$ cat config.mk
export PLATFORM = sky130hd
export DESIGN_NAME = hazard_fwd_unit
export DESIGN_NICKNAME = d
export VERILOG_FILES = /design/src/rtl/hazard_pkg.sv /design/src/rtl/hazard_fwd_unit_fwd_lane.sv /design/src/rtl/hazard_fwd_unit.sv
export SDC_FILE = /design/constraint.sdc
export NUM_CORES = 1
export LEC_CHECK = 0
export ABC_AREA = 1
export BUFFER_PORTS_ARGS = -buffer_cell sky130_fd_sc_hd__buf_2
export CAP_MARGIN = 10
export CORE_MARGIN = 2
export CORE_UTILIZATION = 35
export DETAILED_ROUTE_END_ITERATION = 6
export SLEW_MARGIN = 20
export SYNTH_ARGS = -nofsm -noshare
export SYNTH_HDL_FRONTEND = slang
export SYNTH_SLANG_ARGS = --single-unit
$ cat constraint.sdc
create_clock -name clk -period 2.2 [get_ports clk]
set_input_delay 0.44 -clock clk [delete_from_list [all_inputs] [get_ports clk]]
set_output_delay 0.44 -clock clk [all_outputs]
set_load 0.005 [all_outputs]
$ cat src/rtl/hazard_pkg.sv
// Shared types and default sizing for the hazard/forwarding unit.
package hazard_pkg;

  typedef enum logic [1:0] {
    FWD_REG   = 2'b00,
    FWD_MEMWB = 2'b01,
    FWD_EXMEM = 2'b10
  } fwd_sel_e;

  localparam int unsigned NREG_D     = 32;
  localparam int unsigned ZERO_REG_D = 31;
  localparam int unsigned NSRC_D     = 2;
  localparam int unsigned MAXLAT_D   = 4;

endpackage

$ cat src/rtl/hazard_fwd_unit_fwd_lane.sv
// One EX operand forwarding select lane; EX_MEM result takes priority over MEM_WB.
module fwd_lane
  import hazard_pkg::*;
#(
  parameter int unsigned AW       = 5,
  parameter int unsigned ZERO_REG = ZERO_REG_D
) (
  input  logic [AW-1:0] ex_src,
  input  logic [AW-1:0] ex_mem_rd,
  input  logic          ex_mem_regwrite,
  input  logic [AW-1:0] mem_wb_rd,
  input  logic          mem_wb_regwrite,
  output fwd_sel_e      sel
);

  always_comb begin
    sel = FWD_REG;
    if (ex_mem_regwrite && (ex_mem_rd != AW'(ZERO_REG)) && (ex_mem_rd == ex_src)) begin
      sel = FWD_EXMEM;
    end else if (mem_wb_regwrite && (mem_wb_rd != AW'(ZERO_REG)) && (mem_wb_rd == ex_src)) begin
      sel = FWD_MEMWB;
    end
  end

endmodule

$ cat src/rtl/hazard_fwd_unit.sv
// EX operand forwarding plus per-register pending-write scoreboard driving the ID stall.
// Optional stall statistics counter enabled by HAZARD_STATS_EN.
module hazard_fwd_unit
  import hazard_pkg::*;
#(
  parameter int unsigned NREG     = NREG_D,
  parameter int unsigned ZERO_REG = ZERO_REG_D,
  parameter int unsigned NSRC     = NSRC_D,
  parameter int unsigned MAXLAT   = MAXLAT_D,
  localparam int unsigned AW      = $clog2(NREG),
  localparam int unsigned LW      = $clog2(MAXLAT + 1)
) (
  input  logic               clk,
  input  logic               reset,
  input  logic               id_valid,
  input  logic [NSRC*AW-1:0] id_src,
  input  logic [NSRC-1:0]    id_src_used,
  input  logic [AW-1:0]      id_rd,
  input  logic               id_regwrite,
  input  logic [LW-1:0]      id_lat,
  input  logic               flush,
  input  logic [NSRC*AW-1:0] ex_src,
  input  logic [AW-1:0]      ex_mem_rd,
  input  logic [AW-1:0]      mem_wb_rd,
  input  logic               ex_mem_regwrite,
  input  logic               mem_wb_regwrite,
  output logic               stall,
  output logic [NSRC*2-1:0]  fwd_sel,
  output logic               busy,
  output logic [31:0]        stall_cycles
);

  logic [NREG-1:0][LW-1:0] pend_q, pend_d;
  logic [LW-1:0]           lat_clamped;
  logic                    issue;
  logic                    src_hit;

  always_comb begin
    src_hit = 1'b0;
    for (int unsigned k = 0; k < NSRC; k++) begin
      for (int unsigned r = 0; r < NREG; r++) begin
        if (id_src_used[k] && (id_src[k*AW +: AW] == AW'(r)) && (r != ZERO_REG)
            && (pend_q[r] != '0)) begin
          src_hit = 1'b1;
        end
      end
    end
    stall = id_valid & src_hit;
    busy  = |pend_q;
  end

  // A new producer overwrites the count outright so the youngest writer sets the wait.
  always_comb begin
    lat_clamped = (id_lat > LW'(MAXLAT)) ? LW'(MAXLAT) : id_lat;
    issue       = id_valid & ~stall & ~flush;
    pend_d      = pend_q;
    for (int unsigned r = 0; r < NREG; r++) begin
      if (issue && id_regwrite && (id_rd == AW'(r)) && (r != ZERO_REG)) begin
        pend_d[r] = lat_clamped;
      end else if (pend_q[r] != '0) begin
        pend_d[r] = pend_q[r] - LW'(1);
      end
    end
  end

  always_ff @(posedge clk or negedge reset) begin
    if (!reset) begin
      pend_q <= '0;
    end else begin
      pend_q <= pend_d;
    end
  end

  for (genvar k = 0; k < NSRC; k++) begin : g_lane
    fwd_sel_e lane_sel;

    fwd_lane #(
      .AW       (AW),
      .ZERO_REG (ZERO_REG)
    ) u_lane (
      .ex_src          (ex_src[k*AW +: AW]),
      .ex_mem_rd       (ex_mem_rd),
      .ex_mem_regwrite (ex_mem_regwrite),
      .mem_wb_rd       (mem_wb_rd),
      .mem_wb_regwrite (mem_wb_regwrite),
      .sel             (lane_sel)
    );

    assign fwd_sel[k*2 +: 2] = lane_sel;
  end

`ifdef HAZARD_STATS_EN
  logic [31:0] stall_cnt_q, stall_cnt_d;

  always_comb begin
    stall_cnt_d = stall_cnt_q;
    if (stall && !flush && (stall_cnt_q != '1)) begin
      stall_cnt_d = stall_cnt_q + 32'd1;
    end
  end

  always_ff @(posedge clk or negedge reset) begin
    if (!reset) begin
      stall_cnt_q <= '0;
    end else begin
      stall_cnt_q <= stall_cnt_d;
    end
  end

  assign stall_cycles = stall_cnt_q;
`else
  assign stall_cycles = '0;
`endif

endmodule

======== Word-level counts from Yosys, hierarchy flattened ========
Cells that the tools add are included.
operators by class
  bitwise operators ....................... 5
  muxes and demuxes ....................... 129
  reduce and logical (&&, ||, !) cells .... 229
  add/sub/neg operators ................... 32
  eq/ne operators ......................... 96
  $lt $le $gt $ge ......................... 1
operators by type and width
  cell                                              count
  == test 5 bit, second input constant              45
  2-to-1 mux 3 bit                                  63
  logical AND 1 bit                                 162
  == test 5 x 4 -> 1 bit, second input constant     24
  nonzero test 3 bit                                32
  OR reduction 96 bit                               1
  subtractor 3 x 1 -> 3 bit, second input constant  32
  2-to-1 mux 1 bit                                  64
  nonzero test 2 bit                                31
  == test 5 x 3 -> 1 bit, second input constant     12
  == test 5 x 2 -> 1 bit, second input constant     6
  == test 5 bit                                     4
  == test 5 x 1 -> 1 bit, second input constant     3
  logical NOT 5 bit                                 3
  != test 5 bit, second input constant              2
  2-to-1 mux 2 bit                                  2
  AND 1 bit                                         3
  > comparator 3 bit, second input constant         1
  inverter 1 bit                                    2
word-level totals
  output and inout port bits .............. 38
  word-level logic and storage cells ...... 524
  input port bits ......................... 47
  flip-flop bits (word level) ............. 96

======== Longest topological paths before layout ========
  depth after elaboration ................. 72
  depth in mapped cells ................... 18
  gate-level depth less buffers ........... 16

======== Cells and area by module ========
Synthesis repeated with hierarchy kept, for this count alone.
second synthesis, totals
  cell total of the unflattened synthesis .. 1368
  area, all modules ....................... 8760.9 um2
modules (own cells, without submodules)
  module           instances  cells an instance  area an instance (um2)  seq. area each (um2)
  hazard_fwd_unit  1          1272               8353.0                  2402.3
  fwd_lane         2          48                 203.9                   0.0

======== Worst setup path before layout ========
OpenSTA, ideal clock, no wires.
  path type ............................... register to register
  start point ............................. reg pend_q[6] (netlist name)
  end point ............................... reg pend_q[0] (netlist name)
  buffers on the path ..................... 1
  library setup time ...................... 0.118 ns
  stages on the path, launching flop included .. 17
  clock period less this slack ............ 1.989 ns
  data arrival time ....................... 1.871 ns
  setup slack ............................. 0.211 ns
  path through ............................ dfrtp_1 inv_1 ha_1 inv_1 nor2_1 nor2_1 nand2_1 nand2_1 nor2_1 nand2_1 nor2_1 nand2_1 nor2_1 buf_2 nand4_1 nand2_1 nand2_1
on the way
  longest elaborated chain between the ends .. 69
RTL lines
  what                                                           line                   RTL
  start, declared                                                hazard_fwd_unit.sv:33  logic [NREG-1:0][LW-1:0] pend_q, pend_d;
  start signal, assigned                                         hazard_fwd_unit.sv:70  pend_q <= pend_d;
  nonzero test 3 bit *                                           hazard_fwd_unit.sv:43  && (pend_q[r] != '0)) begin
  logical AND 1 bit                                              hazard_fwd_unit.sv:43
  2-to-1 mux 1 bit (31 in a row)                                 hazard_fwd_unit.sv:42  if (id_src_used[k] && (id_src[k*AW +: AW] == AW'(r)) && (r != ZERO_REG)
  2-to-1 mux 1 bit * (29 in a row)                               hazard_fwd_unit.sv:42
  AND 1 bit *                                                    hazard_fwd_unit.sv:48  stall = id_valid & src_hit;
  inverter 1 bit *                                               hazard_fwd_unit.sv:55  issue = id_valid & ~stall & ~flush;
  AND 1 bit * (2 in a row)                                       hazard_fwd_unit.sv:55
  logical AND 1 bit *                                            -
  logical AND 1 bit *                                            hazard_fwd_unit.sv:58  if (issue && id_regwrite && (id_rd == AW'(r)) && (r != ZERO_REG)) begin
  2-to-1 mux 3 bit / nonzero test 2 bit (equally long branches)  -
Every way passes the cells marked *; elsewhere a longest branch is shown, timed or not.
A chain may end at the register's enable or synchronous reset.

======== Final worst setup path ========
  start point ............................. reg pend_q[76] (netlist name)
  end point ............................... out stall
on the way
  longest elaborated chain between the ends .. 40
RTL lines
  what                             line                   RTL
  nonzero test 3 bit *             hazard_fwd_unit.sv:43
  logical AND 1 bit                hazard_fwd_unit.sv:43
  2-to-1 mux 1 bit (31 in a row)   hazard_fwd_unit.sv:42
  2-to-1 mux 1 bit * (6 in a row)  hazard_fwd_unit.sv:42
  AND 1 bit *                      hazard_fwd_unit.sv:48
  end, declared                    hazard_fwd_unit.sv:27  output logic stall,
Marks and branches as above.

==> summary by stage <==
STA
The number of pins with negative max-slew slack in the final report was 0. In the post-route analysis, the smallest setup slack over all paths is -0.3850 ns. The relative slew slack is between 50% and 60%. Setup repair after global routing could not meet its margin everywhere. The actual slew at the worst max-slew pin is around 0.70 ns.

The hold violation count in the final report was 0. The smallest clock period supported by the final layout is computed as 2.585 ns. Setup violations remaining at the end of the flow were counted as 95.

The final worst-path cycle share is 117.5%. Static timing analysis puts the maximum clock frequency at 386.9 MHz. The largest clock skew in the final design is 0.01115 ns.

Setup path
The worst endpoint required time is between 1.5 and 2 ns. The worst endpoint data arrival time is 2.14 ns. STA classifies the critical path endpoint as an output port.

The startpoint class of the critical path is a register. The most repeated library cell on the critical path is inv_2. The launching instance or port of the critical path is pend_q[76]. The classification of the worst setup path is reg -> out. In this design, the stage delay of the slowest critical-path cell is 0.37 ns. The startpoint identified for the worst register-to-register timing path is pend_q[7]. Along the worst path, the maximum fanout reaches 2. Traced cell by cell, the critical path runs through inv_2, ha_4, inv_2, nor2_2, buf_4, nor2_1, nand2_1, nand3_2, nor2_4, nand2_1, nor2_2, nand3_4, nand2_2, inv_2, buf_6. The slowest stage cell on the critical path is dfrtp_1.

Routing
Once detail routing completed, the nets flagged for antenna violations numbered 0. Signal routing reaches up to met4. The wire length on met3 is between 2 and 2.5 mm.

The number of vias after detailed routing is ~9,000. For this run, design rule violations remaining after detail routing come to 0. The routed wire length is 29.58 mm. In the detailed route, the total length drawn on met2 is 13.96 mm. The number of DRC markers in iteration 0 is about 700. Dividing the detail-routed wire length by the instance count gives around 16 um. Using the TritonRoute via totals, the vias-per-cell ratio works out to 4.914. The pre-antenna-repair detailed-routing pass consisted of 5 iterations. The detailed router put a total of roughly 13 mm of wire on met1.

Clock network
The deepest clock path buffer count is 2. The later-pin clock latency in the skew report is 0.36 ns. The total clock sinks is 96.

The number of buffers created by CTS is 9. Clock-pin slew was measured on the worst setup and hold paths at 0.07 ns. The TritonCTS clock tree is yes. In this run the clock root is driven by a clkbuf_16. The H-tree generated during clock tree synthesis spans 3 levels.

Floorplan
The core outline area is 0.02361 mm2. The die covers between 0.02 and 0.03 mm2. The boundary pin count is 85. The die outline width is around 160 um. The floorplan has between 50 and 60 rows. The initial core utilization is 35.82%. The floorplan step set the die height to about 160 um.

GRT
Entering global routing, the biggest net connects 34 pins. The number of antenna violations at the first check in global routing is 0. Across every metal layer, demand over resource in global routing totals 21.67%. The number of global-route vias before repair was 8,710.

The global-route wire length before repair is 43.68 mm. Global routing finished with a remaining overflow of 0.

Placement
The instance area after placement is 0.01017 mm2. The number of input and output port buffers inserted is 52. The half-perimeter wire length after placement is 19.06 mm. The global placer's final weighted congestion is around 0.9.

Cells and area
The antenna diode count is 0. The area of the multi-input gates is ~0.006 mm2. Counting flops per register, the top entry is pend_q. The sequential cell area in the final layout is 0.002402 mm2. The library cell used most frequently in the layout, excluding fill and tap cells, is nand2_1.

In the layout the commonest cells are 360 x nand2_1, 176 x buf_4, 156 x inv_1, 121 x nor2_1, 96 x dfrtp_1. Counting the fill cells in the layout gives ~2,300. The register with the most flip-flops in the layout has 96 of them. The fraction of final layout cells sized beyond drive strength 1 is 31.80%.

The post-route standard cell area excluding fillers is 0.01212 mm2. The layout overhead on the synthesized area is 43.33%. The largest registers in the layout are pend_q: 96 flops. In the final design database the tool counted 1,669 nets.

Status
The checks that failed: negative setup slack. The flow ran to the end, but the final reports show violations.

Synth
For this run, the number of Yosys warnings is 0. The sequential element share of the synthesized area is 28.40%. The synthesized area per cell is roughly 6.5 um2. The count of cell types in the netlist is 33. In this run, synthesis inferred 0 flip-flops with an integrated enable. The synthesized instance count is 1,306. The number of synthesized register bits is 96. The post-synth design cell area is 0.008458 mm2. The fraction of registers with async set or reset after synthesis is 100.0%. In the synthesized netlist the dominant register cell turns out to be dfrtp_1.

Power
The analysis attributes to cell leakage a power of ~6.3 nW. Overall power consumption after layout is estimated at 14.03 mW. VDD sags by at most 0.5733 mV. Power spread over the standard cell area amounts to 1157 mW/mm2.

Worst hold path
The min-delay analysis places its worst path in the category in -> async.

Job
Across the run, the number of max-cap violations was 0.
critical path, delay by kind of cell, from the launching register on:
| kind | cells | cell delay, ns |
|---|---|---|
| flip-flops | 1 | 0.37 |
| adder cells (fa/ha/maj) | 1 | 0.13 |
| buffers and inverters | 5 | 0.38 |
| AND/OR/NAND/NOR | 9 | 0.89 |
cell families (layout without fill, tap and decap cells):
group	count (synthesis)	after routing	synth area share [%]
xor gates and xnor gates	53	53	5.488
buffers and inverters	258	484	13.85
DFF	96	96	28.40
other	1	32	0.04434
AOI/OAI and AO/OA	102	102	6.154
muxes	2	2	0.2515
and+or+nand+nor	730	730	36.35
adders and majority gates	64	64	9.467
stage by stage:
| step | cells | utilization [%] | worst slack, ns | setup TNS [ns] | hold slack [ns] |
|---|---|---|---|---|---|
| 6_report | 1882 | 51.34 | -0.3850 | -23.50 | 0.04257 |
| 3_5_place_dp | 1814 | 43.08 | -0.1844 | -14.78 | 0.4466 |
| 4_1_cts | 1862 | 46.79 | -0.3720 | -25.92 | 0.06392 |
| 5_1_grt | 1882 | 51.34 | -0.5016 | -35.20 | 0.08119 |
| 2_1_floorplan | 1337 | - | 0.2110 | 0 | 0.1444 |
| 3_3_place_gp | 1814 | 43.08 | -0.1996 | -14.45 | 0.4423 |
Yosys cell counts, types with 12 or more instances:
cell type    n  area (um2)
ha_1        64       800.8
nor2_1     137       514.2
dfrtp_1     96        2402
nand3_1    119       595.6
o21ai_0     57       285.3
nand2_1    399        1498
a21oi_1     39       195.2
nor4_1      12       75.07
inv_1      187       701.9
xor2_1      41       359.1
clkbuf_1    15       56.30
buf_4       32       240.2
xnor2_1     12       105.1
nand4_1     46       287.8
where the power goes:
part	internal [mW]	switching [mW]	total, mW
Sequential	2.73	0.554	3.28
Combinational	4.30	4.82	9.11
Clock	0.887	0.744	1.63
what timing repair did:
action / 4_1_cts / 5_1_grt
hold buffers: 0 / 0
gates cloned: 5 / 12
endpoints found under the setup margin: 95 / 95
setup buffers: 27 / 13
pin swaps: 22 / 125
resized for setup: 78 / 184
cell type report:
type	count	area share, %
Clock buffer	10	1.889
Clock inverter	6	0.5780
Inverter	192	5.986
Multi-Input combinational cell	983	48.24
Sequential cell	96	19.82
Tap cell	319	3.292
Timing Repair Buffer	276	20.20
routing by layer:
layer | GRT usage [%] | vias to the layer above
li1 | - | 4577
met1 | 28.41 | 4303
met2 | 36.03 | 319
met3 | 4.090 | 49
met4 | 7.025 | 0
met5 | 0 | -
path summary, 6_finish.rpt:
path	end	slack, ns	cells after the start
min in group clk	pend_q[93]	0.47	1
setup / recovery	stall	-0.38	15
max in group asynchronous	pend_q[54]	1.58	2
setup reg to reg	pend_q[8]	-0.34	19
hold reg to reg	pend_q[93]	0.47	1
hold / removal	pend_q[9]	0.04	1
(Power assumes the default switching activity.)
